<file path="src/rtl/lfsr_pkg.sv">
// Shared limits and helpers for the Galois LFSR / PRBS generator.
package lfsr_pkg;

    localparam int unsigned LfsrMinWidth = 2;
    localparam int unsigned LfsrMaxWidth = 32;

    typedef logic [LfsrMaxWidth-1:0] lfsr_word_t;

    // Right-shift Galois tap masks that give maximal-length sequences.
    function automatic lfsr_word_t lfsr_default_taps(input int unsigned width);
        lfsr_word_t t;
        case (width)
            2:       t = 32'h0000_0003;
            3:       t = 32'h0000_0006;
            4:       t = 32'h0000_000C;
            5:       t = 32'h0000_0014;
            6:       t = 32'h0000_0030;
            7:       t = 32'h0000_0060;
            8:       t = 32'h0000_00B8;
            9:       t = 32'h0000_0110;
            10:      t = 32'h0000_0240;
            11:      t = 32'h0000_0500;
            12:      t = 32'h0000_0829;
            13:      t = 32'h0000_100D;
            14:      t = 32'h0000_2015;
            15:      t = 32'h0000_6000;
            16:      t = 32'h0000_B400;
            17:      t = 32'h0001_2000;
            18:      t = 32'h0002_0400;
            19:      t = 32'h0004_0023;
            20:      t = 32'h0009_0000;
            21:      t = 32'h0014_0000;
            22:      t = 32'h0030_0000;
            23:      t = 32'h0042_0000;
            24:      t = 32'h00E1_0000;
            25:      t = 32'h0120_0000;
            26:      t = 32'h0200_0023;
            27:      t = 32'h0400_0013;
            28:      t = 32'h0900_0000;
            29:      t = 32'h1400_0000;
            30:      t = 32'h2000_0029;
            31:      t = 32'h4800_0000;
            32:      t = 32'h8020_0003;
            default: t = 32'h0000_0000;
        endcase
        return t;
    endfunction

    function automatic lfsr_word_t lfsr_step(input lfsr_word_t state, input lfsr_word_t taps);
        return (state >> 1) ^ (state[0] ? taps : '0);
    endfunction

endpackage

</file>
<file path="src/rtl/lfsr_step_comb.sv">
// One combinational right-shift Galois step; out_bit is the bit shifted out.
module lfsr_step_comb
    import lfsr_pkg::*;
#(
    parameter int unsigned WIDTH = 16
) (
    input  logic [WIDTH-1:0] state,
    input  logic [WIDTH-1:0] taps,
    output logic [WIDTH-1:0] next_state,
    output logic             out_bit
);

    assign next_state = WIDTH'(lfsr_step(lfsr_word_t'(state), lfsr_word_t'(taps)));
    assign out_bit    = state[0];

endmodule

</file>
<file path="src/rtl/lfsr_galois_gen.sv">
// Galois LFSR / PRBS generator: STEPS shifts per enabled cycle, runtime taps and seed,
// all-zero lock-up recovery and sequence period measurement.
module lfsr_galois_gen
    import lfsr_pkg::*;
#(
    parameter int unsigned      WIDTH    = 16,
    parameter int unsigned      STEPS    = 1,
    parameter logic [WIDTH-1:0] DEF_SEED = WIDTH'(1),
    parameter logic [WIDTH-1:0] DEF_TAPS = WIDTH'(lfsr_default_taps(WIDTH))
) (
    input  logic             clk,
    input  logic             reset,
    input  logic             en,
    input  logic             load,
    input  logic [WIDTH-1:0] seed,
    input  logic [WIDTH-1:0] taps,
    output logic [WIDTH-1:0] q,
    output logic [STEPS-1:0] bits_out,
    output logic             valid,
    output logic             wrap,
    output logic             lockup,
    output logic [WIDTH-1:0] period
);

    if (WIDTH < LfsrMinWidth || WIDTH > LfsrMaxWidth || STEPS < 1 || STEPS > WIDTH) begin : g_bad_params
        $error("lfsr_galois_gen: WIDTH or STEPS out of range");
    end

    logic [WIDTH-1:0] state_q, state_d;
    logic [WIDTH-1:0] taps_q, taps_d;
    logic [WIDTH-1:0] start_q, start_d;
    logic [WIDTH-1:0] step_cnt_q, step_cnt_d;
    logic [WIDTH-1:0] period_q, period_d;
    logic [STEPS-1:0] bits_q, bits_d;
    logic             valid_q, valid_d;
    logic             wrap_q, wrap_d;
    logic             lockup_q, lockup_d;

    logic [STEPS-1:0] step_bits;
    logic [STEPS-1:0] wrap_hit;
    logic [WIDTH-1:0] final_s;
    logic             dead;
    logic             hit_found;
    logic [WIDTH-1:0] hit_idx;
    logic [WIDTH:0]   sat_sum;

    for (genvar g = 0; g < STEPS; g++) begin : g_step
        logic [WIDTH-1:0] cur_s;
        logic [WIDTH-1:0] next_s;
        if (g == 0) begin : g_head
            assign cur_s = state_q;
        end else begin : g_link
            assign cur_s = g_step[g-1].next_s;
        end
        lfsr_step_comb #(
            .WIDTH(WIDTH)
        ) u_step (
            .state     (cur_s),
            .taps      (taps_q),
            .next_state(next_s),
            .out_bit   (step_bits[g])
        );
        assign wrap_hit[g] = (next_s == start_q);
    end

    assign final_s = g_step[STEPS-1].next_s;
    // A zero state is absorbing, so the chain ends at zero iff any stage hit zero.
    assign dead    = (final_s == '0);

    always_comb begin
        hit_found = 1'b0;
        hit_idx   = '0;
        for (int unsigned k = 0; k < STEPS; k++) begin
            if (wrap_hit[k] && !hit_found) begin
                hit_found = 1'b1;
                hit_idx   = WIDTH'(k + 1);
            end
        end
    end

    assign sat_sum = {1'b0, step_cnt_q} + (WIDTH+1)'(STEPS);

    always_comb begin
        state_d    = state_q;
        taps_d     = taps_q;
        start_d    = start_q;
        step_cnt_d = step_cnt_q;
        period_d   = period_q;
        bits_d     = bits_q;
        valid_d    = 1'b0;
        wrap_d     = 1'b0;
        lockup_d   = 1'b0;
        if (load) begin
            taps_d     = taps;
            state_d    = (seed == '0) ? DEF_SEED : seed;
            start_d    = state_d;
            lockup_d   = (seed == '0);
            step_cnt_d = '0;
        end else if (en) begin
            valid_d = 1'b1;
            bits_d  = step_bits;
            if (dead) begin
                state_d    = DEF_SEED;
                start_d    = DEF_SEED;
                lockup_d   = 1'b1;
                step_cnt_d = '0;
            end else begin
                state_d = final_s;
                if (hit_found) begin
                    wrap_d     = 1'b1;
                    period_d   = step_cnt_q + hit_idx;
                    step_cnt_d = WIDTH'(STEPS) - hit_idx;
                end else begin
                    step_cnt_d = sat_sum[WIDTH] ? '1 : sat_sum[WIDTH-1:0];
                end
            end
        end
    end

    always_ff @(posedge clk) begin
        if (reset) begin
            state_q    <= DEF_SEED;
            taps_q     <= DEF_TAPS;
            start_q    <= DEF_SEED;
            step_cnt_q <= '0;
            period_q   <= '0;
            bits_q     <= '0;
            valid_q    <= 1'b0;
            wrap_q     <= 1'b0;
            lockup_q   <= 1'b0;
        end else begin
            state_q    <= state_d;
            taps_q     <= taps_d;
            start_q    <= start_d;
            step_cnt_q <= step_cnt_d;
            period_q   <= period_d;
            bits_q     <= bits_d;
            valid_q    <= valid_d;
            wrap_q     <= wrap_d;
            lockup_q   <= lockup_d;
        end
    end

    assign q        = state_q;
    assign bits_out = bits_q;
    assign valid    = valid_q;
    assign wrap     = wrap_q;
    assign lockup   = lockup_q;
    assign period   = period_q;

endmodule

</file>
<file path="config.mk">
export PLATFORM = sky130hd
export DESIGN_NAME = lfsr_galois_gen
export DESIGN_NICKNAME = d
export VERILOG_FILES = /design/src/rtl/lfsr_pkg.sv /design/src/rtl/lfsr_step_comb.sv /design/src/rtl/lfsr_galois_gen.sv
export SDC_FILE = /design/constraint.sdc
export NUM_CORES = 1
export LEC_CHECK = 0
export CAP_MARGIN = 25
export CORE_ASPECT_RATIO = 1.4
export CORE_MARGIN = 3
export CORE_UTILIZATION = 54
export DETAILED_ROUTE_END_ITERATION = 8
export PLACE_DENSITY = 0.91
export RECOVER_POWER = 100
export SYNTH_ARGS = -nofsm -noshare
export SYNTH_HDL_FRONTEND = slang
export SYNTH_SLANG_ARGS = --single-unit
</file>
<file path="constraint.sdc">
create_clock -name clk -period 3.83 [get_ports clk]
set_input_delay 0.766 -clock clk [delete_from_list [all_inputs] [get_ports clk]]
set_output_delay 0.766 -clock clk [all_outputs]
set_load 0.005 [all_outputs]
</file>
# Yosys cells after proc, flatten, opt, wreduce, memory -nomap -nowiden
# Cells that the tools add are included.
# word_totals
regBits	84
in_bits	36
output_inout_bits	36
# classes
addsub	3
eq_ne	1
muxes	18
bitwise_logic	4
n_reduce_logical	9
# op_table
operator	n
2-to-1 mux 16 bit	11
logical NOT 16 bit	2
adder 16 x 1 -> 17 bit (second input constant)	1
adder 16 bit	1
equality test 16 bit	1
subtractor 1 x 16 -> 16 bit (first input constant)	1
XOR 15 x 16 -> 16 bit	1
2-to-1 mux 1 bit	7
AND reduction 2 bit	2
AND reduction 4 bit	1
nonzero test 2 bit	2
OR reduction 4 bit	1
NOT 1 bit	3
OR reduction 2 bit	1

# Logic depth before layout (Yosys ltp)
# Gate-level depths: netlist of run 1.
# logic_depth
depth_word	7
mapped_depth	15
depth_no_buf	11

# Modules after synthesis
# From an unflattened synthesis of run 1, not the netlist that was laid out.
# unflattened
cells_unflattened	510
hier_area_um2	4306.6
# by_module_without_submodules
module	instances	cells_each	area_per_inst_um2
lfsr_galois_gen	1	476	4062.6
lfsr_step_comb	1	34	244.0

# Least setup slack after synthesis of run 1
# OpenSTA, ideal clock, no wires.
# synth_path
path_type	flip-flop to flip-flop
startpoint	reg state_q[10] (netlist: q[10])
endpoint	reg period_q[15] (netlist: period[15])
setup_time_ps	116
arrival_time_ps	3393
setup_slack_ps	321
path_stages_with_launch	14
path_buffers	2
cell_sequence	dfxtp_1 > clkbuf_1 > xnor2_1 > a21oi_1 > or4_4 > or4_4 > nor2_4 > buf_4 > ha_1 > nand3_1 > nor4_1 > nand3_1 > xnor2_1 > a41o_1
# synth_via
elab_chain_cells	4
# synth_lines
element	line_no	rtl
start: declaration	lfsr_galois_gen.sv:29	logic [WIDTH-1:0] state_q, state_d;
start signal: assignment	lfsr_galois_gen.sv:132	state_q <= state_d;
XOR 15 x 16 -> 16 bit	lfsr_pkg.sv:50	return (state >> 1) ^ (state[0] ? taps : '0);
equality test 16 bit	lfsr_galois_gen.sv:63	assign wrap_hit[g] = (next_s == start_q);
2-to-1 mux 1 bit	lfsr_galois_gen.sv:74	if (wrap_hit[k] && !hit_found) begin
via hit_found	lfsr_galois_gen.sv:43	logic hit_found;
AND reduction 4 bit (no line)	--	
end signal: assignment	lfsr_galois_gen.sv:136	period_q <= period_d;
end: declaration	lfsr_galois_gen.sv:33	logic [WIDTH-1:0] period_q, period_d;
# The timed path passes the listed nets, and every way through them passes these cells.
# A chain may end at the register's enable or synchronous reset.

# Worst setup path after layout of run 1
# layout_path
startpoint	in load
endpoint	reg state_q[1] (netlist: q[1])
# layout_via
elab_chain_cells	1
# layout_lines
element	line_no	rtl
start: declaration	lfsr_galois_gen.sv:14	input logic load,
2-to-1 mux 16 bit / nonzero test 2 bit (equally long branches)	--	
# Parallel ways exist; a longest one is shown, timed or not.

==> results of run 1 <==
## stage by stage
step | instance area, µm² | instances | worst slack, ps | power, mW | utilization
global placement | 5380 | 667 | 523 | 1.36 | 0.649
CTS | 5690 | 683 | 324 | 2.23 | 0.686
floorplan | 4680 | 536 | 321 | 1.24 | -
detailed placement | 5400 | 669 | 339 | 1.38 | 0.651
finish | 5670 | 684 | 215 | 2.23 | 0.683
global route | 5670 | 684 | 21.0 | 2.30 | 0.683
## state kept, by name, summed over array words and instances (netlist names)
signal      cells
taps_q         16
start_q        16
step_cnt_q     16
valid           1
lockup          1
wrap            1
bits_out        1
period         16
q              16
## where the power goes
part | internal (mW) | switching, mW | total, mW
clock network | 0.532 | 0.337 | 0.869
registers | 0.912 | 0.0581 | 0.970
logic | 0.196 | 0.193 | 0.389
## per-layer routing
| layer | part of all wire | global-route usage |
|---|---|---|
| met3 | 0.090 | 0.0473 |
| met2 | 0.51 | 0.489 |
| met4 | 0.046 | 0.164 |
| met1 | 0.35 | 0.327 |
| met5 | 0 | 0 |
## worst reg2reg max path: stages, from the launching register on
cell	delay, ps
dfxtp_1	420
buf_4	310
a21oi_1	110
or4_1	570
or4_4	560
nor2_4	120
ha_1	180
ha_1	190
nand3_1	220
nor4_1	410
xnor2_1	130
a311oi_1	250
## cell type report
type / instances / area [µm²]
multi-input cells: 391 / 2740
fillers: 629 / 2630
flip-flops and latches: 84 / 1680
repair buffers: 85 / 798
clock buffers: 12 / 256
well taps: 102 / 128
clock inverters: 2 / 35.0
inverters: 8 / 30.0
## kinds of logic after synthesis
group | after synthesis | synth area share
simple gates | 171 | 0.186
xor+xnor | 67 | 0.158
compound gates | 134 | 0.201
mux | 16 | 0.0343
fa+ha+maj | 3 | 0.00803
buf+inv | 61 | 0.0538
flops | 84 | 0.360
## path summary, 6_finish.rpt
check / start / cells after the start / end
max: load / 6 / q[1]
min: bits_out / 2 / bits_out
max reg2reg: q[0] / 11 / period[14]
min reg2reg: bits_out / 2 / bits_out
## cells in the mapped netlist, types with 13 or more instances
cell and count:
mux2i_1 16, nand2_1 35, o21ai_1 13, clkbuf_1 37, nor2_1 46, dfxtp_1 84
xor2_1 13, a31oi_1 13, xnor2_1 44, a221oi_1 15, o21ai_0 24, a21oi_1 14
a22o_1 15, nand3_1 23, a311oi_1 13, nor3_1 25
==> results.toml, run 1 <==
[hold_path]
holdCritPathClass = "reg2reg"

[timing]
timing.final.crit_share = 0.944
timing.final.max_slew_violations = 27
grt_setup_unrepaired = "no"
finalClockSkew_ps = 7.95
timing.max_slew.rel_slack = -0.0787
setup_viol = 0
timing_hold_violations_final = 0
fin_hold_ws_ps = 459
timing.final.crit_period_ps = 3620
setup_tns_final_ps = 0
clock.fmax_mhz = 277
max_slew.worst_pin.slew_ps = 1620

[yosys]
yosysTopAreaCellShare = 0.360
count_of_flip_flops_with_a_built_in_enable_after_synthesis = 0
synth.cell_area_um2 = 4680
yosys_register_bits = 84
avgSynthCellArea_um2 = 8.72
synth.distinct_cells = 48
number_of_instances_in_the_synthesized_netlist = 536
postSynth.asyncResetShare = 0
synth_warnings = 0
syn-num-nets = 575
yosys-top-cells-area = "dfxtp_1, xnor2_1, xor3_1"
sequential_share_of_the_synthesized_area = 0.360
synth_largest_area_cell = "dfxtp_1"
synth-main-ff-cell = "dfxtp_1"

[worst_setup_path]
worst_path_max_fanout = 26
type_of_destination_of_the_critical_path = "flip-flop"
crit_top_cell = "clkbuf_1"
worst_path_dominant_cell_family = "buffers and inverters"
crit_path_top_delay_cell = "clkbuf_1"
worst_path_largest_cell_delay_ps = 1170
timing.critical_path.cells = "dlygate4sd3_1 -> clkbuf_1 -> a41oi_1 -> clkbuf_1 -> a221oi_1 -> nor3_1"
setup.worst_path.start_class = "input port"
criticalPathCategory = "in2reg"
critPathRequiredTime_ps = 4040
critPathBufInv = 3
worstPathArrival_ps = 3820
rrSetupSlack_ps = 290

[global_route]
grt_pass1_vias = 4397
grt_max_degree = 50
grt_antenna_before_repair = 0
globalRouteOverflowTotal = 0
grtUsageTotal = 0.282
first_pass_grt_wire_length_um = 22100

[power_and_ir_drop]
power.density_cell_area_nw_per_um2 = 393
leakage_nw = 2.18
vdd.ir_drop.worst_mv = 0.284

[run_status]
outcome = "complete, but fails checks"
failed_checks = "max-capacitance violations, max-slew violations"

[cts]
cts_htree_levels = 3
clk_root_buffer_cell = "clkbuf_16"
clock_tree.buffer_depth = 2
ctsHoldBuffers = 0
tritoncts = "yes"
post_cts_resize_count = 0
cts_num_sinks = 84
buffer_count_from_post_cts_setup_fixing = 0
clk_pin_slew_ps = 60
total_cts_buffers = 9
clkLatencyLatePin_ps = 340

[cells_and_area]
mostFrequentLayoutCell = "dfxtp_1"
final_layout_size_suffix_gt1_frac = 0.0481
nNetsFinal = 618
syn2layout_area_growth_pct = 21.2
layout.cells.most_common_list = "dfxtp_1, nor2_1, xnor2_1"
antennaDiodeCount = 0

[flow_run]
maxCapViolCount = 1

[placed_design]
dp.final_hpwl_um = 9360
port_buffers = 71
globalplace.congestion = 0.928

[route]
postRouteWirelength_um = 13700
final_routed_wire_length_divided_by_cell_count_um = 20.0
drt_first_iter_violations = 564
postRouteAntennaNets = 0
post_dr_vias_cell = 6.65
remaining_drc_errors = 0
vias = 4546
firstDrtPassIters = 5

[floorplanning]
floorplan.initialDensity = 0.564
rows = 39
dieArea_um2 = 9830
die_height_um = 116
boundaryPins = 72
coreArea_um2 = 8300
die_x_um = 84.6
Note: power is estimated with default switching activity, not from simulation.
==> run 2, diff against run 1 <==
--- a/config.mk
+++ b/config.mk
@@ -8,10 +8,9 @@
 export CAP_MARGIN = 25
 export CORE_ASPECT_RATIO = 1.4
 export CORE_MARGIN = 3
-export CORE_UTILIZATION = 54
+export CORE_UTILIZATION = 49
 export DETAILED_ROUTE_END_ITERATION = 8
-export PLACE_DENSITY = 0.91
-export RECOVER_POWER = 100
+export PLACE_DENSITY = 0.88
 export SYNTH_ARGS = -nofsm -noshare
 export SYNTH_HDL_FRONTEND = slang
 export SYNTH_SLANG_ARGS = --single-unit
==> constraint.sdc (replaced) <==
create_clock -name clk -period 3.3 [get_ports clk]
set_input_delay 0.66 -clock clk [delete_from_list [all_inputs] [get_ports clk]]
set_output_delay 0.66 -clock clk [all_outputs]
set_load 0.005 [all_outputs]
==> run 2 against run 1 <==
Against the previous run:
- the run now ends clean
- first-iteration DRC count shrank 18%
- non-clock buffer count rose by 6
- setup slack got worse by 96 ps
- cell count increased by 1.6%
- register-to-register slack got worse by 170 ps
- core utilization fell by 5.0 points
- largest cell class unchanged
- largest power group unchanged
- highest routed layer unchanged
==> results.toml, run 2 (same netlist as run 1, synthesis figures left out) <==
[run_status]
outcome = "finished clean"

[power_and_ir_drop]
sw_frac_of_total = 0.268
power.density_cell_area_nw_per_um2 = 442
cellInternalPower_mw = 1.88
pwr-share-comb = 0.189
power.sequential.fraction = 0.436
leakage_nw = 2.16
vdd.ir_drop.worst_mv = 0.312
net-switching-power_mw = 0.689
pwr-share-clk = 0.375
totalPowerFinal_mw = 2.57

[route]
postRouteAntennaNets = 0
final_routed_wire_length_divided_by_cell_count_um = 20.0
firstDrtPassIters = 5
remaining_drc_errors = 0
vias = 4548
post_dr_vias_cell = 6.54
postRouteWirelength_um = 13900
drt_first_iter_violations = 462

[cells_and_area]
sequential_cell_area_um2 = 1680
design_area_um2 = 5810
nNetsFinal = 624
antennaDiodeCount = 0
utilization = 0.633
mostFrequentLayoutCell = "dfxtp_1"
layout.cells.most_common_list = "dfxtp_1, clkdlybuf4s50_1, nor2_1"
final_layout_size_suffix_gt1_frac = 0.0833
syn2layout_area_growth_pct = 24.4
multiInputGateArea_um2 = 2820
filler_cell_count = 711

[global_route]
globalRouteOverflowTotal = 0
grt_pass1_vias = 4376
grtUsageTotal = 0.265
first_pass_grt_wire_length_um = 22100
grt_antenna_before_repair = 0
grt_max_degree = 50

[floorplanning]
die_x_um = 88.6
dieArea_um2 = 10800
die_height_um = 122
floorplan.initialDensity = 0.509
rows = 41
boundaryPins = 72
coreArea_um2 = 9180

[timing]
timing_hold_violations_final = 0
timing.final.crit_period_ps = 3180
timing.final.max_slew_violations = 0
timing.max_slew.rel_slack = 0.366
max_slew.worst_pin.slew_ps = 944
setup_viol = 0
finalClockSkew_ps = 8.59
fin_hold_ws_ps = 466
setup_tns_final_ps = 0
timing.final.crit_share = 0.964
clock.fmax_mhz = 314

[worst_setup_path]
type_of_destination_of_the_critical_path = "flip-flop"
worst_path_max_fanout = 6
critPathRequiredTime_ps = 3550
setup.worst_path.start_class = "flip-flop"
worstPathArrival_ps = 3430
criticalPathCategory = "reg2reg"

[placed_design]
port_buffers = 71
placedInstanceArea_um2 = 5490
dp.final_hpwl_um = 9650
globalplace.congestion = 0.923

[cts]
cts_htree_levels = 3
clk_root_buffer_cell = "clkbuf_16"
total_cts_buffers = 9
ctsHoldBuffers = 0
post_cts_resize_count = 0
buffer_count_from_post_cts_setup_fixing = 0
tritoncts = "yes"
clock_tree.buffer_depth = 2
cts_num_sinks = 84
clk_pin_slew_ps = 60
clkLatencyLatePin_ps = 340

[flow_run]
maxCapViolCount = 0

[hold_path]
holdCritPathClass = "reg2reg"
## run 2: changes by cell type in the layout (fill, tap and decap cells not counted), moves of 4 or more
cell	previous run	this run
clkdlybuf4s50_1	32	71
dlygate4sd3_1	39	0
o21ai_0	37	24
o21ai_1	0	13
buf_4	7	19
clkbuf_1	6	2
## run 2: worst max-delay path, cell delays in order, from the launching register on
cell	delay, ps
dfxtp_1	320
xnor2_1	170
a32o_1	290
or4_4	450
or4_4	490
nor2_4	150
ha_2	210
ha_2	220
nand3_4	150
nor3_1	290
xnor2_1	100
a311oi_1	250
## run 2: worst paths after layout
check                                start        end  slack, ps  depth (start not counted)
worst max-delay path            start_q[0]  period[8]        120                         11
worst min register to register    bits_out   bits_out        470                          2
worst min-delay path              bits_out   bits_out        470                          2
worst max register to register  start_q[0]  period[8]        120                         11
## run 2: through the flow
step | std cells | setup WS (ps)
4_1_cts | 694 | 7.73
2_1_floorplan | 536 | 16.2
5_1_grt | 695 | -10.1
6_report | 695 | 119
3_5_place_dp | 680 | 80.1
3_3_place_gp | 679 | 177
## run 2: layout make-up
type | count | share of cell area
multi-input cells | 391 | 0.485
clock inverters | 3 | 0.00689
clock buffers | 11 | 0.0400
repair buffers | 91 | 0.150
flip-flops and latches | 84 | 0.289
well taps | 107 | 0.0230
inverters | 8 | 0.00516
## run 2: power groups by stage
stage | combinational [mW] | clock [mW] | sequential (mW)
floorplan | 0.322 | 0 | 1.11
finish | 0.486 | 0.965 | 1.12
detailed placement | 0.472 | 0 | 1.14
CTS | 0.478 | 0.974 | 1.12
global route | 0.516 | 1.03 | 1.13
global placement | 0.456 | 0 | 1.14
## run 2: per-layer routing
layer	up-vias	part of all wire	GRT usage
met4	0	0.052	0.132
met2	299	0.50	0.451
met5	-	0	0
li1	2070	-	-
met1	2116	0.36	0.304
met3	63	0.086	0.0670
==> run 3, diff against run 2 <==
--- a/config.mk
+++ b/config.mk
@@ -11,6 +11,7 @@
 export CORE_UTILIZATION = 49
 export DETAILED_ROUTE_END_ITERATION = 8
 export PLACE_DENSITY = 0.88
+export SLEW_MARGIN = 25
 export SYNTH_ARGS = -nofsm -noshare
 export SYNTH_HDL_FRONTEND = slang
 export SYNTH_SLANG_ARGS = --single-unit
==> run 3 against run 2 <==
Against the previous run:
- sequential power hardly changed
- first-iteration DRC count fell by 21%
- cell area is 0.67% higher
- highest routed layer unchanged
==> results.toml, run 3 (same netlist as run 1, synthesis figures left out) <==
[run_status]
outcome = "finished clean"

[cts]
buffer_count_from_post_cts_setup_fixing = 0
clk_pin_slew_ps = 60
clkLatencyLatePin_ps = 350
total_cts_buffers = 9
cts_num_sinks = 84
post_cts_resize_count = 0
clk_root_buffer_cell = "clkbuf_16"
cts_htree_levels = 3
ctsHoldBuffers = 0
tritoncts = "yes"
clock_tree.buffer_depth = 2

[placed_design]
worst_setup_slack_after_placement_ps = 66.9
port_buffers = 71
dp.final_hpwl_um = 9630
placedInstanceArea_um2 = 5490
globalplace.congestion = 0.923

[route]
vias = 4608
post_dr_vias_cell = 6.63
remaining_drc_errors = 0
postRouteAntennaNets = 0
firstDrtPassIters = 5
final_routed_wire_length_divided_by_cell_count_um = 20.1
drt_first_iter_violations = 367
postRouteWirelength_um = 13900

[floorplanning]
coreArea_um2 = 9180
boundaryPins = 72
rows = 41
die_height_um = 122
die_x_um = 88.6
dieArea_um2 = 10800
floorplan.initialDensity = 0.509

[cells_and_area]
filler_cell_count = 689
utilization = 0.637
mostFrequentLayoutCell = "dfxtp_1"
layout.cells.most_common_list = "dfxtp_1, clkdlybuf4s50_1, nor2_1"
syn2layout_area_growth_pct = 25.2
multiInputGateArea_um2 = 2830
design_area_um2 = 5850
antennaDiodeCount = 0
final_layout_size_suffix_gt1_frac = 0.0884
nNetsFinal = 622
sequential_cell_area_um2 = 1680

[worst_setup_path]
criticalPathCategory = "reg2reg"
worst_r2r_path_depth = 11
setup.worst_path.start_class = "flip-flop"
type_of_destination_of_the_critical_path = "flip-flop"
critPathBufInv = 0
timing.rr.end = "period[15]"
worst_path_dominant_cell_family = "simple AND/OR/NAND/NOR gates"
worst_path_largest_cell_delay_ps = 550
rrSetupSlack_ps = 120
crit_path_top_delay_cell = "or4_4"
timing.critical_path.cells = "nand2_1 -> xnor2_1 -> or4_4 -> or4_4 -> nor2_4 -> ha_1 -> nand3_2 -> nor4_4 -> nand3_1 -> xnor2_1 -> a41o_1"
critPathRequiredTime_ps = 3540
worst_path_max_fanout = 5
worstPathArrival_ps = 3420
worstReg2RegStart = "taps_q[4]"

[power_and_ir_drop]
power.density_cell_area_nw_per_um2 = 458
totalPowerFinal_mw = 2.68
vdd.ir_drop.worst_mv = 0.251
leakage_nw = 2.17

[global_route]
first_pass_grt_wire_length_um = 22400
globalRouteOverflowTotal = 0
grtUsageTotal = 0.268
grt_antenna_before_repair = 0
grt_max_degree = 50
grt_pass1_vias = 4521

[timing]
timing.final.max_slew_violations = 0
final_critical_path_setup_slack_ps = 124
clock.fmax_mhz = 315
timing.final.crit_period_ps = 3180
setup_viol = 0
finalClockSkew_ps = 7.69
timing.max_slew.rel_slack = 0.363
timing.final.crit_share = 0.962
timing_hold_violations_final = 0
max_slew.worst_pin.slew_ps = 948
fin_hold_ws_ps = 465

[hold_path]
holdCritPathClass = "reg2reg"
hold_depth = 2
hold_wc_startpoint = "bits_out"
min_delay_worst_endpoint = "bits_out"

[flow_run]
maxCapViolCount = 0
==> run 3: per-layer routing <==
layer / vias to the layer above / track usage / routed length, µm
met5: - / 0 / 0
li1: 2073 / - / -
met1: 2150 / 0.305 / 4900
met2: 311 / 0.433 / 6880
met3: 74 / 0.0670 / 1220
met4: 0 / 0.187 / 944
==> run 3: worst reg2reg max path, delay by kind of cell (launching register included) <==
family          cells  cell delay (ps)
simple gates        7             1910
flops               1              410
compound gates      1              250
fa+ha+maj           1              200
xor+xnor            2              310
==> run 3: metrics by stage <==
| stage | std cells | setup TNS, ps |
|---|---|---|
| global placement | 679 | 0 |
| floorplan | 536 | 0 |
| detailed placement | 679 | 0 |
| global route | 695 | -30.2 |
| finish | 695 | 0 |
| CTS | 695 | 0 |
==> run 3: how the worst max path moves through the flow <==
stage,startpoint,end,cells past startpoint
after CTS,q[0],period[15],11
after floorplan,q[1],period[15],13
after global routing,q[0],period[12],11
after detailed placement,q[0],period[12],11
after global placement,q[0],period[14],11
final,taps_q[4],period[15],11
==> run 3: report_power, final <==
| part | internal (mW) | leakage, nW | switching (mW) |
|---|---|---|---|
| Clock | 0.667 | 0.158 | 0.411 |
| Sequential | 1.06 | 0.687 | 0.0630 |
| Combinational | 0.247 | 1.33 | 0.237 |
| Total | 1.97 | 2.17 | 0.710 |
==> run 3: layout make-up <==
class,instances,share of cell area
multi-input cells,391,0.483
well taps,107,0.0229
repair buffers,89,0.147
flip-flops and latches,84,0.288
clock inverters,3,0.00727
clock buffers,13,0.0479
inverters,8,0.00513
